`config.mk`:
```
export PLATFORM = sky130hd
export DESIGN_NAME = mult_stage_sequencer
export DESIGN_NICKNAME = d
export VERILOG_FILES = /design/src/rtl/mult_seq_pkg.sv /design/src/rtl/tag_delay_line.sv /design/src/rtl/mult_stage_sequencer.sv
export SDC_FILE = /design/constraint.sdc
export NUM_CORES = 1
export LEC_CHECK = 0
export ABC_AREA = 1
export CAP_MARGIN = 5
export CORE_UTILIZATION = 49
export DETAILED_ROUTE_END_ITERATION = 16
export PLACE_DENSITY = 0.8
export SLEW_MARGIN = 25
export SYNTH_ARGS = -nofsm -noshare
export SYNTH_HDL_FRONTEND = slang
export SYNTH_SLANG_ARGS = --single-unit
```
`constraint.sdc`:
```
create_clock -name clk -period 1.5 [get_ports clk]
set_input_delay 0.3 -clock clk [delete_from_list [all_inputs] [get_ports clk]]
set_output_delay 0.3 -clock clk [all_outputs]
set_load 0.02 [all_outputs]
```
`src/rtl/mult_seq_pkg.sv`:
```
// rtl/mult_seq_pkg.sv - shared types and defaults for the multiply-stage sequencer
package mult_seq_pkg;

  localparam int DEF_LANES    = 7;
  localparam int DEF_BEATS    = 112;
  localparam int DEF_NEURONS  = 10;
  localparam int DEF_MEM_LAT  = 1;
  localparam int DEF_MULT_LAT = 2;

  // Neuron field is sized for the largest layer we expect; the top trims it.
  localparam int TAG_NEURON_W = 16;

  typedef enum logic [1:0] {
    IDLE,
    ISSUE,
    DRAIN,
    DONE
  } seqState_e;

  typedef struct packed {
    logic                    valid;
    logic                    first;
    logic                    last;
    logic [TAG_NEURON_W-1:0] neuron;
  } seqTag_t;

  // Counter width that stays at least one bit for degenerate sizes.
  function automatic int cntWidth(input int n);
    return (n > 1) ? $clog2(n) : 1;
  endfunction

endpackage

```
`src/rtl/tag_delay_line.sv`:
```
// rtl/tag_delay_line.sv - fixed-depth shift register carrying beat tags alongside the datapath
module tag_delay_line #(
  parameter int DEPTH = 3,
  parameter int WIDTH = 8
) (
  input  logic             clk,
  input  logic             rst,
  input  logic [WIDTH-1:0] dataIn,
  output logic [WIDTH-1:0] dataOut
);

  logic [WIDTH-1:0] stages [DEPTH];

  // Shift one stage per cycle; reset empties every stage so no stale tag survives an abort.
  always_ff @(posedge clk or posedge rst) begin
    if (rst) begin
      for (int i = 0; i < DEPTH; i++) stages[i] <= '0;
    end else begin
      stages[0] <= dataIn;
      for (int i = 1; i < DEPTH; i++) stages[i] <= stages[i-1];
    end
  end

  assign dataOut = stages[DEPTH-1];

endmodule

```
`src/rtl/mult_stage_sequencer.sv`:
```
// rtl/mult_stage_sequencer.sv - address sequencer and product tagging for one fully-connected layer pass
module mult_stage_sequencer
  import mult_seq_pkg::*;
#(
  parameter int LANES    = DEF_LANES,
  parameter int BEATS    = DEF_BEATS,
  parameter int NEURONS  = DEF_NEURONS,
  parameter int MEM_LAT  = DEF_MEM_LAT,
  parameter int MULT_LAT = DEF_MULT_LAT
) (
  input  logic                                 clk,
  input  logic                                 GlobalReset,
  input  logic                                 start,
  output logic                                 busy,
  output logic                                 done,
  output logic [cntWidth(NEURONS*BEATS)-1:0]   w_addr,
  output logic [cntWidth(BEATS)-1:0]           p_addr,
  output logic                                 rd_en,
  output logic                                 acc_clear,
  output logic                                 acc_en,
  output logic                                 acc_last,
  output logic [cntWidth(NEURONS)-1:0]         neuron_idx
);

  localparam int P_ADDR_W = cntWidth(BEATS);
  localparam int NEURON_W = cntWidth(NEURONS);
  localparam int PIPE_LAT = MEM_LAT + MULT_LAT;
  localparam int DRAIN_W  = cntWidth(PIPE_LAT);

  if (LANES < 1 || BEATS < 1 || NEURONS < 1 || PIPE_LAT < 1 || NEURON_W > TAG_NEURON_W) begin : gBadParams
    $error("mult_stage_sequencer: unsupported parameter set");
  end

  seqState_e           state;
  logic [NEURON_W-1:0] neuron;
  logic [DRAIN_W-1:0]  drainCnt;
  seqTag_t             issueTag;
  seqTag_t             tagOut;
  logic                beatLast;
  logic                lastIssue;

  assign beatLast  = (p_addr == P_ADDR_W'(BEATS - 1));
  assign lastIssue = beatLast && (neuron == NEURON_W'(NEURONS - 1));

  // Pass control: issue one beat per cycle with no gaps, then wait out the pipeline before done.
  always_ff @(posedge clk or posedge GlobalReset) begin
    if (GlobalReset) begin
      state    <= IDLE;
      busy     <= 1'b0;
      done     <= 1'b0;
      rd_en    <= 1'b0;
      w_addr   <= '0;
      p_addr   <= '0;
      neuron   <= '0;
      drainCnt <= '0;
    end else begin
      done <= 1'b0;
      case (state)
        IDLE: begin
          busy   <= 1'b0;
          rd_en  <= 1'b0;
          w_addr <= '0;
          p_addr <= '0;
          neuron <= '0;
          if (start) begin
            state <= ISSUE;
            busy  <= 1'b1;
            rd_en <= 1'b1;
          end
        end
        ISSUE: begin
          if (lastIssue) begin
            state    <= DRAIN;
            rd_en    <= 1'b0;
            drainCnt <= DRAIN_W'(PIPE_LAT - 1);
          end else begin
            // Weight address runs linearly across neuron boundaries, so no multiply is needed.
            w_addr <= w_addr + 1'b1;
            if (beatLast) begin
              p_addr <= '0;
              neuron <= neuron + 1'b1;
            end else begin
              p_addr <= p_addr + 1'b1;
            end
          end
        end
        DRAIN: begin
          if (drainCnt == '0) begin
            state <= DONE;
            done  <= 1'b1;
          end else begin
            drainCnt <= drainCnt - 1'b1;
          end
        end
        DONE: begin
          state  <= IDLE;
          busy   <= 1'b0;
          w_addr <= '0;
          p_addr <= '0;
          neuron <= '0;
        end
        default: state <= IDLE;
      endcase
    end
  end

  // Tag describing the beat whose addresses are on the bus this cycle; zero when nothing is issued.
  always_comb begin
    issueTag = '0;
    if (rd_en) begin
      issueTag.valid  = 1'b1;
      issueTag.first  = (p_addr == '0);
      issueTag.last   = beatLast;
      issueTag.neuron = TAG_NEURON_W'(neuron);
    end
  end

  tag_delay_line #(
    .DEPTH(PIPE_LAT),
    .WIDTH($bits(seqTag_t))
  ) uTagDelay (
    .clk    (clk),
    .rst    (GlobalReset),
    .dataIn (issueTag),
    .dataOut(tagOut)
  );

  assign acc_en     = tagOut.valid;
  assign acc_clear  = tagOut.first;
  assign acc_last   = tagOut.last;
  assign neuron_idx = tagOut.neuron[NEURON_W-1:0];

  if (NEURON_W < TAG_NEURON_W) begin : gTagHigh
    logic unusedTagHigh;
    assign unusedTagHigh = |tagOut.neuron[TAG_NEURON_W-1:NEURON_W];
  end

endmodule

```
==> flow_metrics.tcl <==
set metrics [dict create \
    status "complete, no violations" \
    coreArea_um2 4720 \
    vias_per_cell 4.84 \
    clock_power_share_pct 16.2 \
    fmax_mhz 680 \
    rsz0062_at_grt "true" \
    min-delay-path-class "flip-flop to flip-flop" \
    postSynthCellCount 275 \
    yosys_warnings 0 \
    drt-pass1-iter-count 4 \
    syn_area_um2 2390 \
    ys_seq_area_share_pct 52.3 \
    p_leak_nw 1.62 \
    tightest_slew_ns 0.379 \
    drtIter0Drc 112 \
    clock_path_buffers 2 \
    p_sw_share_pct 40.5 \
    finalWorstPathRequiredPeriod_ns 1.47 \
    die_area_um2 5170 \
    finalSetupViolations 0 \
    drt-total-wl_um 4770 \
    ioPinCount 31 \
    globalplace.congestion 0.847 \
    synth_area_per_cell_um2 8.70 \
    gr-total-overflow 0 \
    power_frac_comb_pct 47.7 \
    cts_made_buffers 5 \
    io_buffer_count 30 \
    p_int_w 0.00303 \
    hold-worst-slack_ns 0.356 \
    cts_tree "done" \
    htreeDepth 2 \
    hold_violations 0 \
    initial_core_util_pct 50.7 \
    cts_hold_buf 0 \
    crit_path_end_kind "flip-flop" \
    cp_max_fo 16 \
    grtUsageTotal_pct 18.8 \
    drive_gt1_share_pct 19.3 \
    syn_to_final_growth_pct 29.3 \
    max-vdd-ir-drop_uv 924 \
    antenna_left 0 \
    clock_sinks 50 \
    p_seq_share_pct 36.1 \
    vias 1925 \
    diodes 0 \
    nNetsFinal 345 \
    cp.required_ns 1.72 \
    synth.largest_area_cell "dfrtp_1" \
    ys_seq_elements 50 \
    synth.distinct_cells 22 \
    min_period_over_period_pct 98.0 \
    post_drt_wl_per_cell_um 12.0 \
    path_clk_slew_ns 0.10 \
    cts-root-buf "clkbuf_8" \
    critPathKind "flip-flop to flip-flop" \
    die_w_um 71.9 \
    design_area_um2 3090 \
    slew_viol_final 0 \
    syn_nets 290 \
    slew_headroom_pct 74.6 \
    worstPathArrival_ns 1.69 \
    finClkSkew_ns 0.00530 \
    grt_pass1_vias 1796 \
    yosys.area.top_type_share_pct 52.3 \
    final.fill_count 396 \
    grt_max_degree 32 \
    maxCapViolations 0 \
    startpoint_type "flip-flop" \
    dp_hpwl_um 3230 \
    drcViolationCount 0 \
    pwr_density_cell_nw_per_um2 1650 \
    die_h_um 71.9 \
    clk_latency_ns 0.31 \
    netSwitchingPower_w 0.00207 \
    synth.area.top_cells "dfrtp_1 52%, nand2_1 12%, ha_1 6.3%, inv_1 5.8%, nand3_1 5.2%" \
    antenna_found_initial 0 \
    grt_pass1_wl_um 7620 \
    place_area_um2 2920 \
    rows 25 \
]
flip-flops by register name, indices dropped and copies added (netlist names):
name and flops:
uTagDelay.dataOut 7, state 2, done 1, busy 1
rd_en 1, neuron 4, w_addr 11, p_addr 7
drainCnt 2, uTagDelay.stages 14
synth_stat cells:
cell	instances
nor2_2	1
nand3_1	25
xnor2_1	2
o21ai_2	6
nand3_2	2
or2_2	3
o22ai_1	1
nand2_1	79
inv_1	37
xor2_1	1
ha_1	12
buf_6	3
nor4_1	1
nor2_1	17
clkbuf_1	1
nand2_2	2
dfrtp_1	50
nand4_1	5
nand3b_1	1
a21oi_1	1
buf_4	5
o21ai_0	20
what timing repair did:
action                                  CTS  global route
setup buffers                             0             5
endpoints found under the setup margin   28            29
pin swaps                                 0             1
gates resized for setup                  28            22
final timing paths:
check | endpoint | depth (start not counted) | start | slack [ns]
max in group asynchronous | uTagDelay.stages[20]$_DFF_PP0_ | 3 | GlobalReset | 0.95
max reg2reg | w_addr[0]$_DFFE_PP0P_ | 8 | p_addr[0]$_DFFE_PP0P_ | 0.03
min reg2reg | uTagDelay.stages[36]$_DFF_PP0_ | 0 | uTagDelay.stages[55]$_DFF_PP0_ | 0.36
min in group asynchronous | p_addr[2]$_DFFE_PP0P_ | 3 | GlobalReset | 0.38
max | w_addr[0]$_DFFE_PP0P_ | 8 | p_addr[0]$_DFFE_PP0P_ | 0.03
min | uTagDelay.stages[36]$_DFF_PP0_ | 0 | uTagDelay.stages[55]$_DFF_PP0_ | 0.36
cell usage in the layout, fill, tap and decap left out, types with 6 or more instances in the layout:
master         instances
dlygate4sd2_1         26
nand3_1               24
o21ai_2                6
buf_4                 23
o21ai_0               17
inv_1                 34
nor2_1                15
nand2_1               76
dfrtp_1               48
ha_1                   8
through the flow:
step                      setup TNS, ns  total power (W)  setup WS [ns]  instances  util [%]
after global routing             -0.312          0.00547        -0.0416        398      65.5
after CTS                             0          0.00481        0.00192        393      63.2
after detailed placement              0          0.00409         0.0381        385      61.9
final                                 0          0.00510         0.0293        398      65.5
after floorplan                       0          0.00319         0.0241        275         -
after global placement                0          0.00401         0.0866        385      61.9
cell type report:
| cell class | instances | area, um^2 | share of cell area (%) |
|---|---|---|---|
| Clock inverter | 3 | 26.3 | 0.849 |
| Multi-Input combinational cell | 179 | 998 | 32.3 |
| Timing Repair Buffer | 57 | 520 | 16.8 |
| Sequential cell | 50 | 1250 | 40.5 |
| Clock buffer | 5 | 68.8 | 2.22 |
| Tap cell | 67 | 83.8 | 2.71 |
| Inverter | 37 | 143 | 4.61 |
kinds of logic after synthesis:
family / share of synthesized area [%]
compound gates: 6.85
xor+xnor: 1.10
fa+ha+maj: 6.27
buf+inv: 8.94
flops: 52.3
simple gates: 24.6
worst max-delay path, stage by stage (launching register included):
cell and delay [ns]:
dfrtp_2 0.37, ha_2 0.19, nand3_2 0.13, nor2_4 0.19, nand3_4 0.11, nand2_4 0.11
buf_12 0.14, nand2_1 0.05, o21ai_0 0.08
power by group through the flow:
stage                     registers (W)  logic, W  clock network, W
after CTS                       0.00185   0.00213          0.000840
after floorplan                 0.00204   0.00116                 0
after global placement          0.00186   0.00215                 0
final                           0.00184   0.00243          0.000827
after detailed placement        0.00188   0.00221                 0
after global routing            0.00188   0.00269          0.000900
metal layers:
metal  part of all wire (%)  up-vias  GRT usage, %
met5                      0        -             0
met4                    1.7        0          6.10
met3                    2.5        8          4.17
met2                     52       32          32.1
met1                     44      914          24.0
li1                       -      971             -
Power figures use the tool's default switching activity.
